File: src/rtl/decode_stage_pkg.sv
// Shared Y86-64 encodings and the D->E pipeline register layout for decode_stage.
package decode_stage_pkg;

  localparam int XLEN = 64;
  localparam int NREG = 15;

  typedef enum logic [3:0] {
    IHALT   = 4'h0,
    INOP    = 4'h1,
    IRRMOVQ = 4'h2,
    IIRMOVQ = 4'h3,
    IRMMOVQ = 4'h4,
    IMRMOVQ = 4'h5,
    IOPQ    = 4'h6,
    IJXX    = 4'h7,
    ICALL   = 4'h8,
    IRET    = 4'h9,
    IPUSHQ  = 4'hA,
    IPOPQ   = 4'hB
  } icode_e;

  typedef enum logic [2:0] {
    SAOK = 3'd1,
    SHLT = 3'd2,
    SADR = 3'd3,
    SINS = 3'd4
  } stat_e;

  localparam logic [3:0] RNONE  = 4'hF;
  localparam logic [3:0] RRSP   = 4'h4;
  localparam logic [3:0] ALUADD = 4'h0;

  // Condition codes carried in ifun for JXX / CMOVXX.
  localparam logic [3:0] C_YES = 4'h0;
  localparam logic [3:0] C_LE  = 4'h1;
  localparam logic [3:0] C_L   = 4'h2;
  localparam logic [3:0] C_E   = 4'h3;
  localparam logic [3:0] C_NE  = 4'h4;
  localparam logic [3:0] C_GE  = 4'h5;
  localparam logic [3:0] C_G   = 4'h6;

  typedef struct packed {
    logic [3:0]      icode;
    logic [3:0]      ifun;
    logic [2:0]      stat;
    logic [XLEN-1:0] val_a;
    logic [XLEN-1:0] val_b;
    logic [XLEN-1:0] val_c;
    logic [3:0]      dst_e;
    logic [3:0]      dst_m;
    logic [3:0]      src_a;
    logic [3:0]      src_b;
  } e_reg_t;

  function automatic e_reg_t bubble_e();
    e_reg_t b;
    b.icode = INOP;
    b.ifun  = 4'h0;
    b.stat  = SAOK;
    b.val_a = '0;
    b.val_b = '0;
    b.val_c = '0;
    b.dst_e = RNONE;
    b.dst_m = RNONE;
    b.src_a = RNONE;
    b.src_b = RNONE;
    return b;
  endfunction

endpackage

File: src/rtl/decode_stage_regfile.sv
// 15x64 register file: two write ports (M port wins on collision), two async reads.
// REGFILE_DBG_EN adds a combinational debug read port.
module decode_stage_regfile
  import decode_stage_pkg::*;
(
  input  logic            clk_i,
  input  logic            rst_i,
  input  logic [3:0]      wr_e_addr_i,
  input  logic [XLEN-1:0] wr_e_data_i,
  input  logic [3:0]      wr_m_addr_i,
  input  logic [XLEN-1:0] wr_m_data_i,
  input  logic [3:0]      rd_a_addr_i,
  input  logic [3:0]      rd_b_addr_i,
`ifdef REGFILE_DBG_EN
  input  logic [3:0]      dbg_addr_i,
  output logic [XLEN-1:0] dbg_data_o,
`endif
  output logic [XLEN-1:0] rd_a_data_o,
  output logic [XLEN-1:0] rd_b_data_o
);

  logic [XLEN-1:0] regs_w [NREG];

  // RNONE (15) never matches any register index, so it is ignored for free.
  for (genvar gi = 0; gi < NREG; gi++) begin : g_reg
    logic [XLEN-1:0] reg_q;

    always_ff @(posedge clk_i) begin
      if (rst_i) begin
        reg_q <= '0;
      end else if (wr_m_addr_i == 4'(gi)) begin
        reg_q <= wr_m_data_i;
      end else if (wr_e_addr_i == 4'(gi)) begin
        reg_q <= wr_e_data_i;
      end
    end

    assign regs_w[gi] = reg_q;
  end

  always_comb begin
    rd_a_data_o = '0;
    rd_b_data_o = '0;
    if (rd_a_addr_i != RNONE) rd_a_data_o = regs_w[rd_a_addr_i];
    if (rd_b_addr_i != RNONE) rd_b_data_o = regs_w[rd_b_addr_i];
  end

`ifdef REGFILE_DBG_EN
  always_comb begin
    dbg_data_o = '0;
    if (dbg_addr_i != RNONE) dbg_data_o = regs_w[dbg_addr_i];
  end
`endif

endmodule

File: src/rtl/decode_stage.sv
// Y86-64 decode stage: register IDs, forwarded operands and the D->E register.
// REGFILE_DBG_EN exposes a debug read port on the register file.
module decode_stage
  import decode_stage_pkg::*;
(
  input  logic            clk_i,
  input  logic            rst_i,
  input  logic [3:0]      D_icode_i,
  input  logic [3:0]      D_ifun_i,
  input  logic [2:0]      D_stat_i,
  input  logic [3:0]      D_rA_i,
  input  logic [3:0]      D_rB_i,
  input  logic [XLEN-1:0] D_valC_i,
  input  logic [XLEN-1:0] D_valP_i,
  input  logic [3:0]      e_dstE_i,
  input  logic [XLEN-1:0] e_valE_i,
  input  logic [3:0]      M_dstE_i,
  input  logic [3:0]      M_dstM_i,
  input  logic [XLEN-1:0] M_valE_i,
  input  logic [XLEN-1:0] m_valM_i,
  input  logic [3:0]      W_dstE_i,
  input  logic [3:0]      W_dstM_i,
  input  logic [XLEN-1:0] W_valE_i,
  input  logic [XLEN-1:0] W_valM_i,
  input  logic            E_stall_i,
  input  logic            E_bubble_i,
`ifdef REGFILE_DBG_EN
  input  logic [3:0]      dbg_addr_i,
  output logic [XLEN-1:0] dbg_data_o,
`endif
  output logic [3:0]      E_icode_o,
  output logic [3:0]      E_ifun_o,
  output logic [2:0]      E_stat_o,
  output logic [XLEN-1:0] E_valA_o,
  output logic [XLEN-1:0] E_valB_o,
  output logic [XLEN-1:0] E_valC_o,
  output logic [3:0]      E_dstE_o,
  output logic [3:0]      E_dstM_o,
  output logic [3:0]      E_srcA_o,
  output logic [3:0]      E_srcB_o
);

  logic [3:0]      src_a, src_b, dst_e, dst_m;
  logic [XLEN-1:0] rf_a, rf_b, val_a, val_b;
  e_reg_t          e_q, e_d;

  decode_stage_regfile u_regfile (
    .clk_i       (clk_i),
    .rst_i       (rst_i),
    .wr_e_addr_i (W_dstE_i),
    .wr_e_data_i (W_valE_i),
    .wr_m_addr_i (W_dstM_i),
    .wr_m_data_i (W_valM_i),
    .rd_a_addr_i (src_a),
    .rd_b_addr_i (src_b),
`ifdef REGFILE_DBG_EN
    .dbg_addr_i  (dbg_addr_i),
    .dbg_data_o  (dbg_data_o),
`endif
    .rd_a_data_o (rf_a),
    .rd_b_data_o (rf_b)
  );

  always_comb begin
    src_a = RNONE;
    src_b = RNONE;
    dst_e = RNONE;
    dst_m = RNONE;
    case (D_icode_i)
      IRRMOVQ: begin src_a = D_rA_i; dst_e = D_rB_i; end
      IIRMOVQ: dst_e = D_rB_i;
      IRMMOVQ: begin src_a = D_rA_i; src_b = D_rB_i; end
      IMRMOVQ: begin src_b = D_rB_i; dst_m = D_rA_i; end
      IOPQ:    begin src_a = D_rA_i; src_b = D_rB_i; dst_e = D_rB_i; end
      IPUSHQ:  begin src_a = D_rA_i; src_b = RRSP; dst_e = RRSP; end
      IPOPQ:   begin src_a = RRSP; src_b = RRSP; dst_e = RRSP; dst_m = D_rA_i; end
      ICALL:   begin src_b = RRSP; dst_e = RRSP; end
      IRET:    begin src_a = RRSP; src_b = RRSP; dst_e = RRSP; end
      default: ;
    endcase
  end

  // Youngest producer wins; a W-stage write lands only at the edge, so W is forwarded too.
  function automatic logic [XLEN-1:0] fwd(input logic [3:0] src, input logic [XLEN-1:0] rf);
    if (src == RNONE)         return '0;
    else if (src == e_dstE_i) return e_valE_i;
    else if (src == M_dstM_i) return m_valM_i;
    else if (src == M_dstE_i) return M_valE_i;
    else if (src == W_dstM_i) return W_valM_i;
    else if (src == W_dstE_i) return W_valE_i;
    else                      return rf;
  endfunction

  always_comb begin
    if (D_icode_i == ICALL || D_icode_i == IJXX) begin
      val_a = D_valP_i;
    end else begin
      val_a = fwd(src_a, rf_a);
    end
    val_b = fwd(src_b, rf_b);
  end

  always_comb begin
    e_d = e_q;
    if (E_bubble_i) begin
      e_d = bubble_e();
    end else if (!E_stall_i) begin
      e_d.icode = D_icode_i;
      e_d.ifun  = D_ifun_i;
      e_d.stat  = D_stat_i;
      e_d.val_a = val_a;
      e_d.val_b = val_b;
      e_d.val_c = D_valC_i;
      e_d.dst_e = dst_e;
      e_d.dst_m = dst_m;
      e_d.src_a = src_a;
      e_d.src_b = src_b;
    end
  end

  always_ff @(posedge clk_i) begin
    if (rst_i) begin
      e_q <= bubble_e();
    end else begin
      e_q <= e_d;
    end
  end

  assign E_icode_o = e_q.icode;
  assign E_ifun_o  = e_q.ifun;
  assign E_stat_o  = e_q.stat;
  assign E_valA_o  = e_q.val_a;
  assign E_valB_o  = e_q.val_b;
  assign E_valC_o  = e_q.val_c;
  assign E_dstE_o  = e_q.dst_e;
  assign E_dstM_o  = e_q.dst_m;
  assign E_srcA_o  = e_q.src_a;
  assign E_srcB_o  = e_q.src_b;

endmodule
File: config.mk
export PLATFORM = sky130hd
export DESIGN_NAME = decode_stage
export DESIGN_NICKNAME = d
export VERILOG_FILES = /design/src/rtl/decode_stage_pkg.sv /design/src/rtl/decode_stage_regfile.sv /design/src/rtl/decode_stage.sv
export SDC_FILE = /design/constraint.sdc
export NUM_CORES = 2
export LEC_CHECK = 0
export CORE_UTILIZATION = 40
export CTS_BUF_LIST = sky130_fd_sc_hd__clkbuf_16
export CTS_CLUSTER_DIAMETER = 80
export DETAILED_ROUTE_END_ITERATION = 6
export HOLD_SLACK_MARGIN = 0.1
export SLEW_MARGIN = 20
export SYNTH_ARGS = -nofsm -noshare
export SYNTH_HDL_FRONTEND = slang
export SYNTH_HIERARCHICAL = 1
export SYNTH_SLANG_ARGS = --single-unit
File: constraint.sdc
create_clock -name clk_i -period 3.8 [get_ports clk_i]
set_input_delay 0.57 -clock clk_i [delete_from_list [all_inputs] [get_ports clk_i]]
set_output_delay 0.57 -clock clk_i [all_outputs]
set_load 0.01 [all_outputs]
== Word-level counts from Yosys, hierarchy flattened ==
Cells that the tools add are included.
W data, S select, Z words.

* Reduce and logical (&&, ||, !) cells: 25
* Mux-type cells: 55
* Magnitude comparators: 2
* Equal/unequal tests: 52
* Bitwise gates (word level): 2

{| class="wikitable"
|+ Operators by type and width
! operator !! number
|-
| $mux W64 || 49
|-
| $bmux W64 S4 || 2
|-
| $eq A4 B4 Y1 const B || 20
|-
| $eq A4 B3 Y1 const B || 12
|-
| $eq A4 B4 Y1 || 10
|-
| $reduce_bool A2 Y1 || 15
|-
| $eq A4 B2 Y1 const B || 6
|-
| $pmux W4 S2 || 3
|-
| $ge A5 B5 Y1 const B || 2
|-
| $not A4 Y5 || 2
|-
| $eq A4 B1 Y1 const B || 2
|-
| $logic_not A4 Y1 || 2
|-
| $ne A4 B4 Y1 const B || 2
|-
| $reduce_or A4 Y1 || 2
|-
| $reduce_or A2 Y1 || 3
|-
| $reduce_or A3 Y1 || 2
|-
| $mux W4 || 1
|-
| $logic_or A1 B1 Y1 || 1
|}

* Bits of input ports: 491
* Register bits: 1179
* Output and inout bits: 219
* Word-level logic and storage cells: 161

== Logic depth before layout (Yosys ltp) ==
* Word-level depth: 15
* Mapped depth: 16
* Mapped depth without buffers: 9

== Cells and area by module ==
Netlist, hierarchy kept.

{| class="wikitable"
|+ Modules (own cells, without submodules)
! module !! area an instance (sq um) !! sequential area each (sq um) !! cells an instance !! times used
|-
| decode_stage_regfile || 58244.6 || 19218.4 || 5852 || 1
|-
| decode_stage || 16673.5 || 4384.2 || 2166 || 1
|}

== Least setup slack after synthesis ==
OpenSTA, ideal clock, no wires.

* Path type: input -> register
* Start: in D_icode_i[2]
* End: reg e_q, in the netlist E_valA_o[24]
* Setup time: 0.142 ns
* Stages: 15
* Path slack: 0.398 ns
* Required time: 3.658 ns
* Buffers on the path: 6
* Arrival: 3.261 ns
* Cell sequence: buf_4 nor2b_1 buf_2 o21a_1 nor2_1 buf_2 buf_6 buf_2 buf_2 mux4_2 mux2_2 o211a_1 a21boi_0 o311ai_0 a311oi_1

* Cells in the longest elaborated chain, start to end: 15
* Elaborated cells between the ends (all ways): 31
* Those cells by class: 15 x eq/ne; 12 x mux; 1 x bitwise; 3 x reduce/logical

{| class="wikitable"
|+ Ends and longest elaborated chain
! element !! RTL line !! RTL
|-
| from (decl) || decode_stage.sv:8 || <nowiki>input logic [3:0] D_icode_i,</nowiki>
|-
| $eq A4 B4 Y1 (tied with other cells) || decode_stage.sv:69 || <nowiki>case (D_icode_i)</nowiki>
|-
| $reduce_or A4 Y1 (no source line) / $reduce_or A2 Y1 (equally long branches) || n/a ||
|-
| $pmux W4 S2 * || decode_stage.sv:69 ||
|-
| net src_a[0] || decode_stage.sv:43 || <nowiki>logic [3:0] src_a, src_b, dst_e, dst_m;</nowiki>
|-
| $not A4 Y5 (implied by the code) || decode_stage_regfile.sv:44 || <nowiki>if (rd_a_addr_i != RNONE) rd_a_data_o = regs_w[rd_a_addr_i];</nowiki>
|-
| $bmux W64 S4 || decode_stage_regfile.sv:44 ||
|-
| $mux W64 (implied by the code) (2 in a row) || decode_stage_regfile.sv:44 ||
|-
| $mux W64 * || decode_stage_regfile.sv:44 ||
|-
| net rf_a[24] || decode_stage.sv:44 || <nowiki>logic [XLEN-1:0] rf_a, rf_b, val_a, val_b;</nowiki>
|-
| $mux W64 * || decode_stage.sv:90 || <nowiki>else if (src == W_dstE_i) return W_valE_i;</nowiki>
|-
| $mux W64 * || decode_stage.sv:89 || <nowiki>else if (src == W_dstM_i) return W_valM_i;</nowiki>
|-
| $mux W64 * || decode_stage.sv:88 || <nowiki>else if (src == M_dstE_i) return M_valE_i;</nowiki>
|-
| $mux W64 * || decode_stage.sv:87 || <nowiki>else if (src == M_dstM_i) return m_valM_i;</nowiki>
|-
| $mux W64 * || decode_stage.sv:86 || <nowiki>else if (src == e_dstE_i) return e_valE_i;</nowiki>
|-
| $mux W64 * || decode_stage.sv:85 || <nowiki>if (src == RNONE) return '0;</nowiki>
|-
| $mux W64 * || decode_stage.sv:95 || <nowiki>if (D_icode_i == ICALL || D_icode_i == IJXX) begin</nowiki>
|-
| to (signal assigned) || decode_stage.sv:123 || <nowiki>e_q <= bubble_e();</nowiki>
|-
| to (decl) || decode_stage.sv:45 || <nowiki>e_reg_t e_q, e_d;</nowiki>
|}

Mark *: on every way through the listed nets, which the timed path passes. The rest lies on a longest branch. The select of a mux whose other input is x is not followed.
A chain may end at the register's enable or synchronous reset.

== Worst setup path in the final report ==
* Start: in D_icode_i[2]
* End: reg e_q, in the netlist E_valA_o[37]

Same word-level chain as after synthesis.

==> results.md <==
- The flow ran to the end, but the final reports show violations.
- The final reports fail on DRC.
- The row count is between 150 and 200.
- The cell count after synthesis came out at around 8000.
- The post-synthesis cell area is between 70000 and 80000 um^2.
- The hold-critical path depth is 2.
- The clock drives ~1200 sinks.
- In this run the remaining antenna-violating nets after routing total 0.
- Port buffering added approximately 710 buffers.
- The worst voltage drop across the vdd grid is 0.000473 V.
- The worst clock skew on the final layout is roughly 32 ps.
- The floorplan die width is approximately 430 um.
- The vias after detailed routing is between 70000 and 80000.
- The initial antenna violation count was 24.
- The worst setup path is launched from a primary input.
- After global routing the overflow that remains totals 0.
- The required time at the worst-slack endpoint is 4480 ps.
- In this run the worst path has a maximum fanout of 14.
- The DRC marker count from the first detailed-route iteration is about 10000.
- After synthesis the netlist holds a flip-flop and latch count of approximately 1200.
- The placed instance area is between 80000 and 90000 um^2.
- Static timing analysis puts the maximum clock frequency at approximately 270 MHz.
- The global-route usage over all layers is 36.4%.
- The initial utilization of the core area, before any placement, comes to 40.4%.
- The startpoint of the worst hold path is rst_i.
- The post-layout minimum cycle time is 3650 ps.
- The overall power after layout is approximately 36000 uW.
- For this run, asynchronously set or reset flops after synthesis account for 0%.
- After synthesis, flip-flops and latches occupy roughly a third of the total area.
- The height of the die is roughly 430 um.
- TritonCTS built the clock tree.
- Setup repair after global routing left no endpoint under its margin.
- In the final layout, the share of cells above drive strength 1 is between 10% and 20%.
- The synthesized design devotes to its leading area cell type between 30% and 40% of total area.
- During synthesis, Yosys emitted a total of 6 warnings.
- The worst setup path is captured at a flip-flop.
- The register-to-register path setup slack is ~1400 ps.
- The latest clock arrival within the worst-skew pair is approximately 800 ps.
- The die covers around 190000 um^2.
- The worst slew margin relative to its limit is between 20% and 30%.
- The number of placed instances, taps included is between 10000 and 15000.
- Relative to the synthesized area, the layout overhead comes to 25.3%.
- In this run the count of I/O pins placed on the die edge is 710.
- The first detailed-routing pass took 7 iterations.
- The summed area of non-filler cells in the final layout is between 90000 and 100000 um^2.
- The number of flops mapped to enable cells by yosys is 0.
- The net count after synthesis is about 8500.
- The TritonCTS buffer count is 142.
- The floorplan step defined a core boundary enclosing approximately 190000 um^2.
- The post-cts hold buffer count is 0.
- The number of global-route vias before repair is about 72000.
- The start of the worst register-to-register path is u_regfile/g_reg[1].reg_q[37]$_SDFFE_PP0P_.
- The worst setup path is of the primary input to flip-flop kind.
- The longest clock path from root to sink contains 3 buffers.
- The final layout contains routed wiring with a total length of between 300 and 400 mm.
- In this run, distinct cell masters in the synthesized netlist total between 80 and 90.
- After synthesis, the cell types taking the most area are dfxtp_1 32%, mux2i_1 20%, a211oi_1 9.6%.
- Entering global routing, the biggest net connects 176 pins.
- The endpoint of the most critical register-to-register path is E_valA_o[37]$_SDFFE_PP0N_.
- The number of pins exceeding their max-slew limit in the final report is 0.
- The most used flip-flop cell after synthesis is dfxtp_1.
- The biggest area consumer among synthesized cells is dfxtp_1.
- In the routed design, unresolved DRC markers number 15.
- The data arrival at the endpoint of the critical path is ~4300 ps.
- The number of vias per cell is roughly 6.7.
- The top cell types in the final layout, fill and taps aside, are 1484 x mux2i_1, 1179 x dfxtp_1, 1103 x nor2_1, 961 x a211oi_1, 707 x clkdlybuf4s50_1.
- In this run the static leakage power is around 0.036 uW.
- The final count of hold timing violations is 0.
- The routed wirelength normalized by instance count is roughly 32 um.
- The worst min-delay path category is primary input to flip-flop.
- The worst register-to-register path has a depth of 7.
- In the finished design, the share of the clock period the worst path needs comes to 96.2%.
- At the end of the flow, the number of nets in the layout was 9090.
- The final weighted congestion of routability-driven global placement is ~0.97.
- The non-filler instance count after layout is roughly 11000.
- Fill cells in the final layout number between 15000 and 20000.
- The tool flagged a number of max-cap violations equal to 0.
- Setup violations remaining at the end of the flow were counted as 0.
- The number of levels the H-tree was split into is 4.
- After clock tree synthesis, the clock-pin slew on the worst setup and hold paths is roughly 60 ps.
- Leaving out fill and tap cells, the most frequent cell in the layout is mux2i_1.
- The global-route wire length before repair is between 500 and 600 mm.
- The hold-critical path endpoint is u_regfile/g_reg[8].reg_q[13]$_SDFFE_PP0P_.
- Dividing total power by cell area gives a power density of 381 nW/um^2.
- The post-detailed-placement half-perimeter wirelength is approximately 240 mm.
- The root buffer cell chosen for the clock tree is clkbuf_16.
- The average size of a mapped cell is approximately 9.3 um^2.
- For the pin with the worst max-slew slack, the measured transition is 1180 ps.
## final cells by class
cell class	count	area (um^2)	share of cell area, %
flip-flops and latches	1179	23600	25.1
well taps	2480	3100	3.31
clock buffers	145	3630	3.86
diodes	15	37.5	0.0400
repair buffers	1451	15500	16.5
clock inverters	107	968	1.03
inverters	75	307	0.327
multi-input cells	5750	46700	49.8
## cells by family (layout without fill, tap and decap cells)
group	after synthesis	count (layout)	synth area share [%]
AOI/OAI and AO/OA	2118	2118	21.4
muxes	1868	1868	29.4
and+or+nand+nor	1745	1745	10.7
DFF	1179	1179	31.5
buffers and inverters	1089	1778	6.67
xor gates and xnor gates	19	19	0.222
other	0	15	0
## stage by stage
step / setup slack, ps / hold WS [ps] / TNS (ps) / utilization [%]
4_1_cts: 236 / 219 / 0 / 50.5
5_1_grt: 184 / 245 / 0 / 50.6
3_3_place_gp: -645 / 464 / -25720 / 48.1
3_5_place_dp: -616 / 464 / -25770 / 48.1
6_report: 146 / 240 / 0 / 50.6
2_1_floorplan: 398 / 509 / 0 / -
## worst max path at each step
stage / start / endpoint / cells after the start
after floorplan: D_icode_i[2] / E_valA_o[24]$_SDFFE_PP0N_ / 15
after global placement: D_icode_i[2] / E_valA_o[45]$_SDFFE_PP0N_ / 14
after detailed placement: D_icode_i[2] / E_valA_o[45]$_SDFFE_PP0N_ / 14
after CTS: D_icode_i[2] / E_valA_o[45]$_SDFFE_PP0N_ / 14
after global routing: D_icode_i[2] / E_valA_o[37]$_SDFFE_PP0N_ / 14
final: D_icode_i[2] / E_valA_o[37]$_SDFFE_PP0N_ / 14
## Yosys cell counts, drive strengths merged, types with 130 or more instances
master	count
o21ai	146
nand2	151
nor2	1108
mux4	256
buf	416
a211oi	962
dfxtp	1179
clkbuf	598
a22oi	130
o221ai	130
mux2i	1484
## metal layers
metal | track usage (%) | up-vias | part of all wire [%]
li1 | - | 31744 | -
met1 | 44.7 | 36475 | 37
met2 | 55.2 | 4993 | 43
met3 | 8.20 | 1348 | 10
met4 | 28.1 | 18 | 9.0
met5 | 0 | - | 0.034
## critical path: stages
cell and delay (ps):
clkdlybuf4s50_1 530, buf_12 220, o21bai_2 260, nor3_2 100, nor2_4 180, buf_4 280, buf_12 190, mux4_2 490
mux2_2 280, o211a_1 200, a21boi_0 130, o311ai_1 590, buf_4 210, a311oi_1 80
## registers in the layout, summed over array words and instances (netlist names)
name	flops
E_dstM_o	4
E_srcB_o	4
E_valA_o	64
E_valB_o	64
u_regfile/g.reg_q	960
E_ifun_o	4
E_valC_o	64
E_dstE_o	4
E_stat_o	3
E_icode_o	4
E_srcA_o	4
## report_power, final
part	total [uW]	switching, uW	leakage [uW]	internal, uW
registers	13500	509	0.00961	13000
clock network	14000	5990	0.00233	7960
logic	8300	4670	0.0241	3630
total	35700	11200	0.0361	24600
## what timing repair did
| item | CTS | global route |
|---|---|---|
| gates resized for setup | 0 | 1 |
| buffers inserted | 0 | 0 |
| setup endpoints to repair | 0 | 1 |
No activity file was read; power rests on OpenSTA's default activity.
